**config.mk**
```make
export PLATFORM = sky130hd
export DESIGN_NAME = tile_scheduler
export DESIGN_NICKNAME = d
export VERILOG_FILES = /design/src/rtl/accel_pkg.sv /design/src/rtl/tile_scheduler_counter.sv /design/src/rtl/tile_scheduler.sv
export SDC_FILE = /design/constraint.sdc
export NUM_CORES = 1
export LEC_CHECK = 0
export ABC_CLOCK_PERIOD_IN_PS = 6800
export BUFFER_PORTS_ARGS = -buffer_cell sky130_fd_sc_hd__buf_4
export CAP_MARGIN = 20
export CORE_ASPECT_RATIO = 0.5
export CORE_MARGIN = 2
export CORE_UTILIZATION = 40
export CTS_BUF_LIST = sky130_fd_sc_hd__clkbuf_8
export DETAILED_ROUTE_END_ITERATION = 16
export PLACE_DENSITY = 0.64
export SLEW_MARGIN = 15
export SYNTH_ARGS = -nofsm -noshare
export SYNTH_HDL_FRONTEND = slang
export SYNTH_HIERARCHICAL = 1
export SYNTH_SLANG_ARGS = --single-unit
```
**constraint.sdc**
```tcl
create_clock -name clk -period 6.8 [get_ports clk]
set_clock_uncertainty 0.05 [all_clocks]
set_input_delay 0.68 -clock clk [delete_from_list [all_inputs] [get_ports clk]]
set_output_delay 0.68 -clock clk [all_outputs]
set_load 0.01 [all_outputs]
```
**src/rtl/accel_pkg.sv**
```systemverilog
// Shared accelerator definitions.
//   CNT_W_DEF   : default width of tile counts and tile indices
//   tile_idx_t  : tile index type, shared with the address generators
//   ts_state_e  : tile_scheduler sequencing states
package accel_pkg;

    localparam int CNT_W_DEF = 12;

    typedef logic [CNT_W_DEF-1:0] tile_idx_t;

    typedef enum logic [2:0] {
        TS_IDLE,
        TS_ISSUE,
        TS_WAIT_ACK,
        TS_RUN,
        TS_DRAIN,
        TS_FINISH
    } ts_state_e;

endpackage

```
**src/rtl/tile_scheduler_counter.sv**
```systemverilog
// tile_counter: two-level nested tile index counter.
// The inner index walks input-channel tiles and the outer index walks
// output-channel tiles.
//   clk, rst    : clock, synchronous active-high reset
//   clear       : zero both indices (start of a layer)
//   inc_inner   : advance the inner index
//   next_outer  : zero the inner index and advance the outer index, unless
//                 the outer index is already on its last tile
//   num_inner   : inner tile count (latched by the owner)
//   num_outer   : outer tile count (latched by the owner)
//   idx_inner   : registered inner index
//   idx_outer   : registered outer index
//   last_inner  : idx_inner is the final inner tile
//   last_outer  : idx_outer is the final outer tile
module tile_counter
    import accel_pkg::*;
#(
    parameter int CNT_W = CNT_W_DEF
) (
    input  logic             clk,
    input  logic             rst,
    input  logic             clear,
    input  logic             inc_inner,
    input  logic             next_outer,
    input  logic [CNT_W-1:0] num_inner,
    input  logic [CNT_W-1:0] num_outer,
    output logic [CNT_W-1:0] idx_inner,
    output logic [CNT_W-1:0] idx_outer,
    output logic             last_inner,
    output logic             last_outer
);

    // Counts are at least 1 whenever these flags are consulted, so the
    // minus-one never wraps in use.
    assign last_inner = (idx_inner == num_inner - 1'b1);
    assign last_outer = (idx_outer == num_outer - 1'b1);

    always_ff @(posedge clk) begin
        if (rst || clear) begin
            idx_inner <= '0;
            idx_outer <= '0;
        end else if (next_outer) begin
            idx_inner <= '0;
            // The final outer index is held so it stays visible after the layer.
            if (!last_outer)
                idx_outer <= idx_outer + 1'b1;
        end else if (inc_inner) begin
            idx_inner <= idx_inner + 1'b1;
        end
    end

endmodule

```
**src/rtl/tile_scheduler.sv**
```systemverilog
// tile_scheduler: layer-level sequencer above the weight controller.
// Walks a layer as output-channel tiles (outer) x input-channel tiles
// (inner). For each tile it starts the weight controller, waits for the
// array to finish the tile, and after the last input-channel tile of an
// output-channel tile it asks the output writer to drain the accumulators.
//   clk, rst    : clock, synchronous active-high reset
//   layer_start : pulse, latch num_oc/num_ic and start a layer (idle only)
//   num_oc      : output-channel tile count
//   num_ic      : input-channel tile count
//   wc_ready    : weight controller can accept a start
//   wc_start    : one-cycle start pulse to the weight controller
//   tile_done   : pulse, array finished the current tile
//   acc_clr     : accumulators overwrite instead of add for this tile
//   drain_req   : level, request an accumulator drain
//   drain_done  : pulse, drain complete
//   oc_idx      : current output-channel tile index
//   ic_idx      : current input-channel tile index
//   busy        : layer in progress
//   layer_done  : one-cycle pulse at end of layer
//   err         : sticky ack-timeout flag, cleared by rst or layer_start
module tile_scheduler
    import accel_pkg::*;
#(
    parameter int CNT_W       = CNT_W_DEF,
    parameter int ACK_TIMEOUT = 255
) (
    input  logic             clk,
    input  logic             rst,
    input  logic             layer_start,
    input  logic [CNT_W-1:0] num_oc,
    input  logic [CNT_W-1:0] num_ic,
    input  logic             wc_ready,
    output logic             wc_start,
    input  logic             tile_done,
    output logic             acc_clr,
    output logic             drain_req,
    input  logic             drain_done,
    output logic [CNT_W-1:0] oc_idx,
    output logic [CNT_W-1:0] ic_idx,
    output logic             busy,
    output logic             layer_done,
    output logic             err
);

    // Wide enough to count up to ACK_TIMEOUT-1; one bit when the check is off.
    localparam int AW = (ACK_TIMEOUT > 1) ? $clog2(ACK_TIMEOUT + 1) : 1;

    ts_state_e        state;
    logic [CNT_W-1:0] cnt_oc;
    logic [CNT_W-1:0] cnt_ic;
    logic [AW-1:0]    ack_cnt;

    logic ctr_clear;
    logic ctr_inc_inner;
    logic ctr_next_outer;
    logic last_inner;
    logic last_outer;

    // Index moves are decoded from the same conditions the FSM acts on, so
    // the indices update on the same edge as the state change.
    always_comb begin
        ctr_clear      = (state == TS_IDLE) && layer_start;
        ctr_inc_inner  = (state == TS_RUN) && tile_done && !last_inner;
        ctr_next_outer = (state == TS_DRAIN) && drain_done;
    end

    tile_counter #(
        .CNT_W (CNT_W)
    ) u_tile_counter (
        .clk        (clk),
        .rst        (rst),
        .clear      (ctr_clear),
        .inc_inner  (ctr_inc_inner),
        .next_outer (ctr_next_outer),
        .num_inner  (cnt_ic),
        .num_outer  (cnt_oc),
        .idx_inner  (ic_idx),
        .idx_outer  (oc_idx),
        .last_inner (last_inner),
        .last_outer (last_outer)
    );

    always_ff @(posedge clk) begin
        if (rst) begin
            state      <= TS_IDLE;
            wc_start   <= 1'b0;
            acc_clr    <= 1'b0;
            drain_req  <= 1'b0;
            busy       <= 1'b0;
            layer_done <= 1'b0;
            err        <= 1'b0;
            cnt_oc     <= '0;
            cnt_ic     <= '0;
            ack_cnt    <= '0;
        end else begin
            wc_start   <= 1'b0;
            layer_done <= 1'b0;
            case (state)
                TS_IDLE: begin
                    if (layer_start) begin
                        cnt_oc <= num_oc;
                        cnt_ic <= num_ic;
                        err    <= 1'b0;
                        // An empty layer still reports completion.
                        if (num_oc == '0 || num_ic == '0) begin
                            state <= TS_FINISH;
                        end else begin
                            busy  <= 1'b1;
                            state <= TS_ISSUE;
                        end
                    end
                end
                TS_ISSUE: begin
                    if (wc_ready) begin
                        wc_start <= 1'b1;
                        // First input-channel tile overwrites, the rest accumulate.
                        acc_clr  <= (ic_idx == '0);
                        ack_cnt  <= '0;
                        state    <= TS_WAIT_ACK;
                    end
                end
                TS_WAIT_ACK: begin
                    // The controller acknowledges by dropping ready.
                    if (!wc_ready) begin
                        state <= TS_RUN;
                    end else if (ACK_TIMEOUT != 0 &&
                                 ack_cnt == AW'(ACK_TIMEOUT - 1)) begin
                        err     <= 1'b1;
                        busy    <= 1'b0;
                        acc_clr <= 1'b0;
                        state   <= TS_IDLE;
                    end else begin
                        ack_cnt <= ack_cnt + 1'b1;
                    end
                end
                TS_RUN: begin
                    if (tile_done) begin
                        acc_clr <= 1'b0;
                        if (last_inner) begin
                            drain_req <= 1'b1;
                            state     <= TS_DRAIN;
                        end else begin
                            state <= TS_ISSUE;
                        end
                    end
                end
                TS_DRAIN: begin
                    if (drain_done) begin
                        drain_req <= 1'b0;
                        if (last_outer)
                            state <= TS_FINISH;
                        else
                            state <= TS_ISSUE;
                    end
                end
                TS_FINISH: begin
                    layer_done <= 1'b1;
                    busy       <= 1'b0;
                    state      <= TS_IDLE;
                end
                default: state <= TS_IDLE;
            endcase
        end
    end

endmodule

```
**Yosys cells after proc, flatten, opt, wreduce, memory -nomap -nowiden**

Cells that the tools add are included.

- Multiplexer cells: 32
- Reduce and logical (&&, ||, !) cells: 26
- Bitwise operators: 2
- Add/sub/neg operators: 5
- Eq/ne operators: 18

Operators with widths:

| kind | number |
|---|---|
| zero test 12 bit | 3 |
| 2-to-1 mux 3 bit | 9 |
| adder 12 x 1 -> 12 bit (second input constant) | 2 |
| == test 12 bit | 2 |
| 2-to-1 mux 8 bit | 3 |
| subtractor 12 x 1 -> 12 bit (second input constant) | 2 |
| != test 2 bit (second input constant) | 9 |
| case mux 8 bit (2 select lines) | 1 |
| case mux 3 bit (5 select lines) | 1 |
| AND reduction 5 bit | 3 |
| 2-to-1 mux 1 bit | 14 |
| AND reduction 4 bit | 3 |
| adder 8 x 1 -> 8 bit (second input constant) | 1 |
| == test 8 bit (second input constant) | 1 |
| == test 3 x 2 -> 1 bit (second input constant) | 2 |
| == test 3 bit (second input constant) | 2 |
| case mux 1 bit (3 select lines) | 2 |
| nonzero test 2 bit | 3 |
| nonzero test 3 bit | 2 |
| logical AND 1 bit | 4 |
| case mux 1 bit (2 select lines) | 2 |
| AND reduction 2 bit | 2 |
| OR reduction 2 bit | 2 |
| == test 3 x 1 -> 1 bit (second input constant) | 1 |
| 5 further kinds | 7 |

- Register bits after elaboration: 65
- Input bits: 30
- Logic and storage cells: 95

**Depth between registers and ports, before layout**

- Word-level depth: 5
- Mapped depth: 15

**Cells and area by module**

Netlist, hierarchy kept.

Modules (own cells, without submodules):

| module | area an instance (µm²) | times used | cells each |
|---|---|---|---|
| tile_counter | 1936.9 | 1 | 254 |
| tile_scheduler | 1915.6 | 1 | 245 |

**Worst setup path after synthesis**

No wires, ideal clock.

- Path kind: register -> register
- Start: register cnt_ic[0]
- End: register u_tile_counter.idx_inner[5]
- Path slack: 3405 ps
- Buffers on the path: 1
- Setup time: 128 ps
- Data arrival time: 3218 ps
- Cell stages (with the launch flop): 14
- Cell sequence: dfxtp_1 > nor3_1 > nand3b_1 > nor3_1 > nand2b_1 > a21oi_1 > a311o_1 > a2111oi_0 > nor3_1 > and4_1 > clkbuf_1 > nand3_1 > xor2_1 > nor2_1

- Word-level cells in the longest chain between the ends: 4

Ends and longest elaborated chain:

| what | RTL line | text |
|---|---|---|
| start, declared | tile_scheduler.sv:50 | `logic [CNT_W-1:0] cnt_ic;` |
| start signal, assigned | tile_scheduler.sv:102 | `cnt_ic <= num_ic;` |
| subtractor 12 x 1 -> 12 bit | tile_scheduler_counter.sv:35 | `assign last_inner = (idx_inner == num_inner - 1'b1);` |
| == test 12 bit | tile_scheduler_counter.sv:35 |  |
| net last_inner | tile_scheduler.sv:56 | `logic last_inner;` |
| zero test 1 bit | tile_scheduler.sv:63 | `ctr_inc_inner = (state == TS_RUN) && tile_done && !last_inner;` |
| logical AND 1 bit | tile_scheduler.sv:63 |  |
| net ctr_inc_inner | tile_scheduler.sv:54 | `logic ctr_inc_inner;` |
| end signal, assigned | tile_scheduler_counter.sv:48 | `idx_inner <= idx_inner + 1'b1;` |
| end, declared | tile_scheduler_counter.sv:27 | `output logic [CNT_W-1:0] idx_inner,` |

The timed path passes the listed nets, and every way through them passes these cells.
A chain may end at the register's enable or synchronous reset.

**Worst setup path in the final report**

Ends and elaborated chain as after synthesis.

==> impl_metrics.tcl <==
set metrics [dict create \
    status "complete, no violations" \
    final_cells 686 \
    cts.sinks 65 \
    ys_top_cells_by_count "68 x nand2_1, 65 x dfxtp_1, 53 x a21oi_1, 39 x nor2_1, 19 x xor2_1" \
    grt_pass1_wl_um 16000 \
    detail_route.wl_per_cell_um 14.4 \
    die_h_um 73.4 \
    drt_wl_total_um 9870 \
    cts_tree "yes" \
    crit_chain "nor3_1 -> nand3b_1 -> nor3_1 -> nand2b_1 -> a21oi_1 -> a311o_1 -> a2111oi_0 -> nor3_1 -> and4_1 -> nand3_1 -> xor2_1 -> nor2_1" \
    power.density_mw_per_mm2 232 \
    async_reset_ff_share_pct 0 \
    grt_pass1_vias 3253 \
    synth_cell_types 66 \
    criticalPathCategory "reg2reg" \
    dp_hpwl_um 7090 \
    ys_top_cells_by_area "dfxtp_1 34%, a21oi_1 6.9%, nand2_1 6.6%" \
    path_max_fanout 5 \
    setup_viol 0 \
    synth_enable_flop_cells 0 \
    grt_max_degree 40 \
    die_x_um 143 \
    area_delta_synth_final_pct 18.0 \
    synthesis.instances 499 \
    tns_ps 0 \
    finalCritPeriodShare_pct 56.6 \
    r2r_slack_ps 2950 \
    synth_seq_area_share_pct 33.8 \
    rr_worst_depth 12 \
    yosys_register_bits 65 \
    cts.repair.resized 0 \
    dp.cells 670 \
    ant_nets 0 \
    gr-total-overflow 0 \
    cp-endpoint "u_tile_counter/idx_inner[5]" \
    grtUsageTotal_pct 19.5 \
    routabilityCongestion 0.870 \
    rsz0062_at_grt "no" \
    clkTransAtPathRegs_ps 70 \
    p_leak_nw 1.68 \
    yosysMostFrequentCell "nand2_1" \
    maxSlewViolCount 0 \
    io_pins 60 \
    row_count 25 \
    crit_arrival_ps 4040 \
    drc_errors 0 \
    hp-class "reg2reg" \
    hold_violations 0 \
    startpoint "cnt_ic[0]" \
    yosys_warnings 6 \
    drt_iter0_drc 232 \
    avgSynthCellArea_um2 7.72 \
    max_freq_mhz 260 \
    critical_path.slowest_cell "a2111oi_0" \
    synth_top_area_share_pct 33.8 \
    critPathMostFrequentCell "nor3_1" \
    vias 3732 \
    nets 582 \
    r2r_start "cnt_ic[0]" \
    peakVddDrop_v 0.0000986 \
    nFillCells 955 \
    cap_violations 0 \
    numCtsBuffers 9 \
    die_area_mm2 0.0105 \
    core_mm2 0.00942 \
    antenna_found_initial 0 \
    end_kind "register" \
    slew_headroom_pct 39.8 \
    crit_required_ps 6990 \
    total_power_mw 1.06 \
    cts-root-buf "clkbuf_8" \
    cts_buffer_depth 2 \
    start_kind "register" \
    synth_ff_type "dfxtp_1" \
    drive_gt1_share_pct 15.1 \
    start_util_pct 40.9 \
    viasPerCell 5.44 \
    syn_area_mm2 0.00385 \
    syn-num-nets 535 \
    cts_setup_buffers 0 \
    antennaDiodeCount 0 \
    hold_buffers 0 \
    worstMarginPinSlew_ps 881 \
    fin_crit_ps 3850 \
    htreeDepth 3 \
    synth_top_cell_by_area "dfxtp_1" \
    max_stage_delay_ps 770 \
    r2r_end "u_tile_counter/idx_inner[5]" \
    portBuffers 59 \
    worstSkewPairLatency_ps 360 \
    drtPass1Iterations 4 \
]
[worst max-delay path: cells and delay by family, from the launching register on]
family          cells  cell delay (ps)
flops               1              340
simple gates        8             2030
xor+xnor            1              150
compound gates      3             1150
[state kept, by name, indices dropped and copies added, names as in the netlist]
name,flops
acc_clr,1
drain_req,1
err,1
cnt_ic,12
u_tile_counter/idx_inner,12
cnt_oc,12
state,3
wc_start,1
busy,1
u_tile_counter/idx_outer,12
layer_done,1
ack_cnt,8
[where the power goes]
group | switching [mW] | internal (mW) | total [mW]
sequential | 0.0382 | 0.404 | 0.442
clock | 0.159 | 0.176 | 0.336
combinational | 0.158 | 0.120 | 0.279
total | 0.356 | 0.700 | 1.06
[cell families (layout without fill, tap and decap cells)]
group                      Yosys count  count (layout)  synth area share, %
and+or+nand+nor                    238             238                 32.7
buffers and inverters               39              91                 4.58
xor gates and xnor gates            34              34                 7.73
AOI/OAI and AO/OA                  111             111                 17.6
muxes                                6               6                 1.59
adders and majority gates            6               6                 1.95
DFF                                 65              65                 33.8
[stage by stage]
step / hold slack [ps] / instance area [um^2] / worst slack [ps] / util, %
6_report: 417 / 4540 / 2950 / 48.3
3_3_place_gp: 408 / 4350 / 2960 / 46.2
4_1_cts: 420 / 4540 / 2980 / 48.3
3_5_place_dp: 411 / 4350 / 3000 / 46.2
2_1_floorplan: 398 / 3850 / 3400 / -
5_1_grt: 446 / 4540 / 2440 / 48.3
[layout by cell type (no fill, tap or decap), types with 5 or more instances in the layout]
cell	n
or4_1	5
or3_1	18
o31ai_1	5
nand3_1	16
nor2b_1	7
ha_1	6
and3_1	9
xnor2_1	15
nor3_1	14
nand3b_1	5
xor2_1	19
a21oi_1	53
nand4_1	11
buf_4	59
o21ai_0	16
inv_1	16
nand2_1	68
nor4_1	12
nor2_1	39
clkbuf_8	10
dfxtp_1	65
nand2b_1	9
mux2i_1	5
[per-layer routing]
| layer | vias up | part of all wire (%) | track usage (%) |
|---|---|---|---|
| li1 | 1895 | - | - |
| met3 | 14 | 4.2 | 5.22 |
| met2 | 64 | 45 | 30.4 |
| met5 | - | 0 | 0 |
| met1 | 1759 | 49 | 26.1 |
| met4 | 0 | 1.3 | 7.59 |
[worst min path at each step]
| stage | start | endpoint | depth (start not counted) |
|---|---|---|---|
| floorplan | cnt_ic[11] | cnt_ic[11] | 2 |
| global placement | cnt_oc[11] | cnt_oc[11] | 2 |
| detailed placement | cnt_oc[11] | cnt_oc[11] | 2 |
| CTS | cnt_oc[11] | cnt_oc[11] | 2 |
| global route | acc_clr | acc_clr | 2 |
| finish | cnt_oc[11] | cnt_oc[11] | 2 |
[area by class of cell]
cell class                      count  area, um^2  area share, %
Clock buffer                       10         138           3.03
Clock inverter                      6        58.8           1.29
Inverter                           16        60.1           1.32
Multi-Input combinational cell    395        2370           52.3
Sequential cell                    65        1300           28.6
Tap cell                          135         169           3.72
Timing Repair Buffer               59         443           9.75
Power figures use the tool's default switching activity.
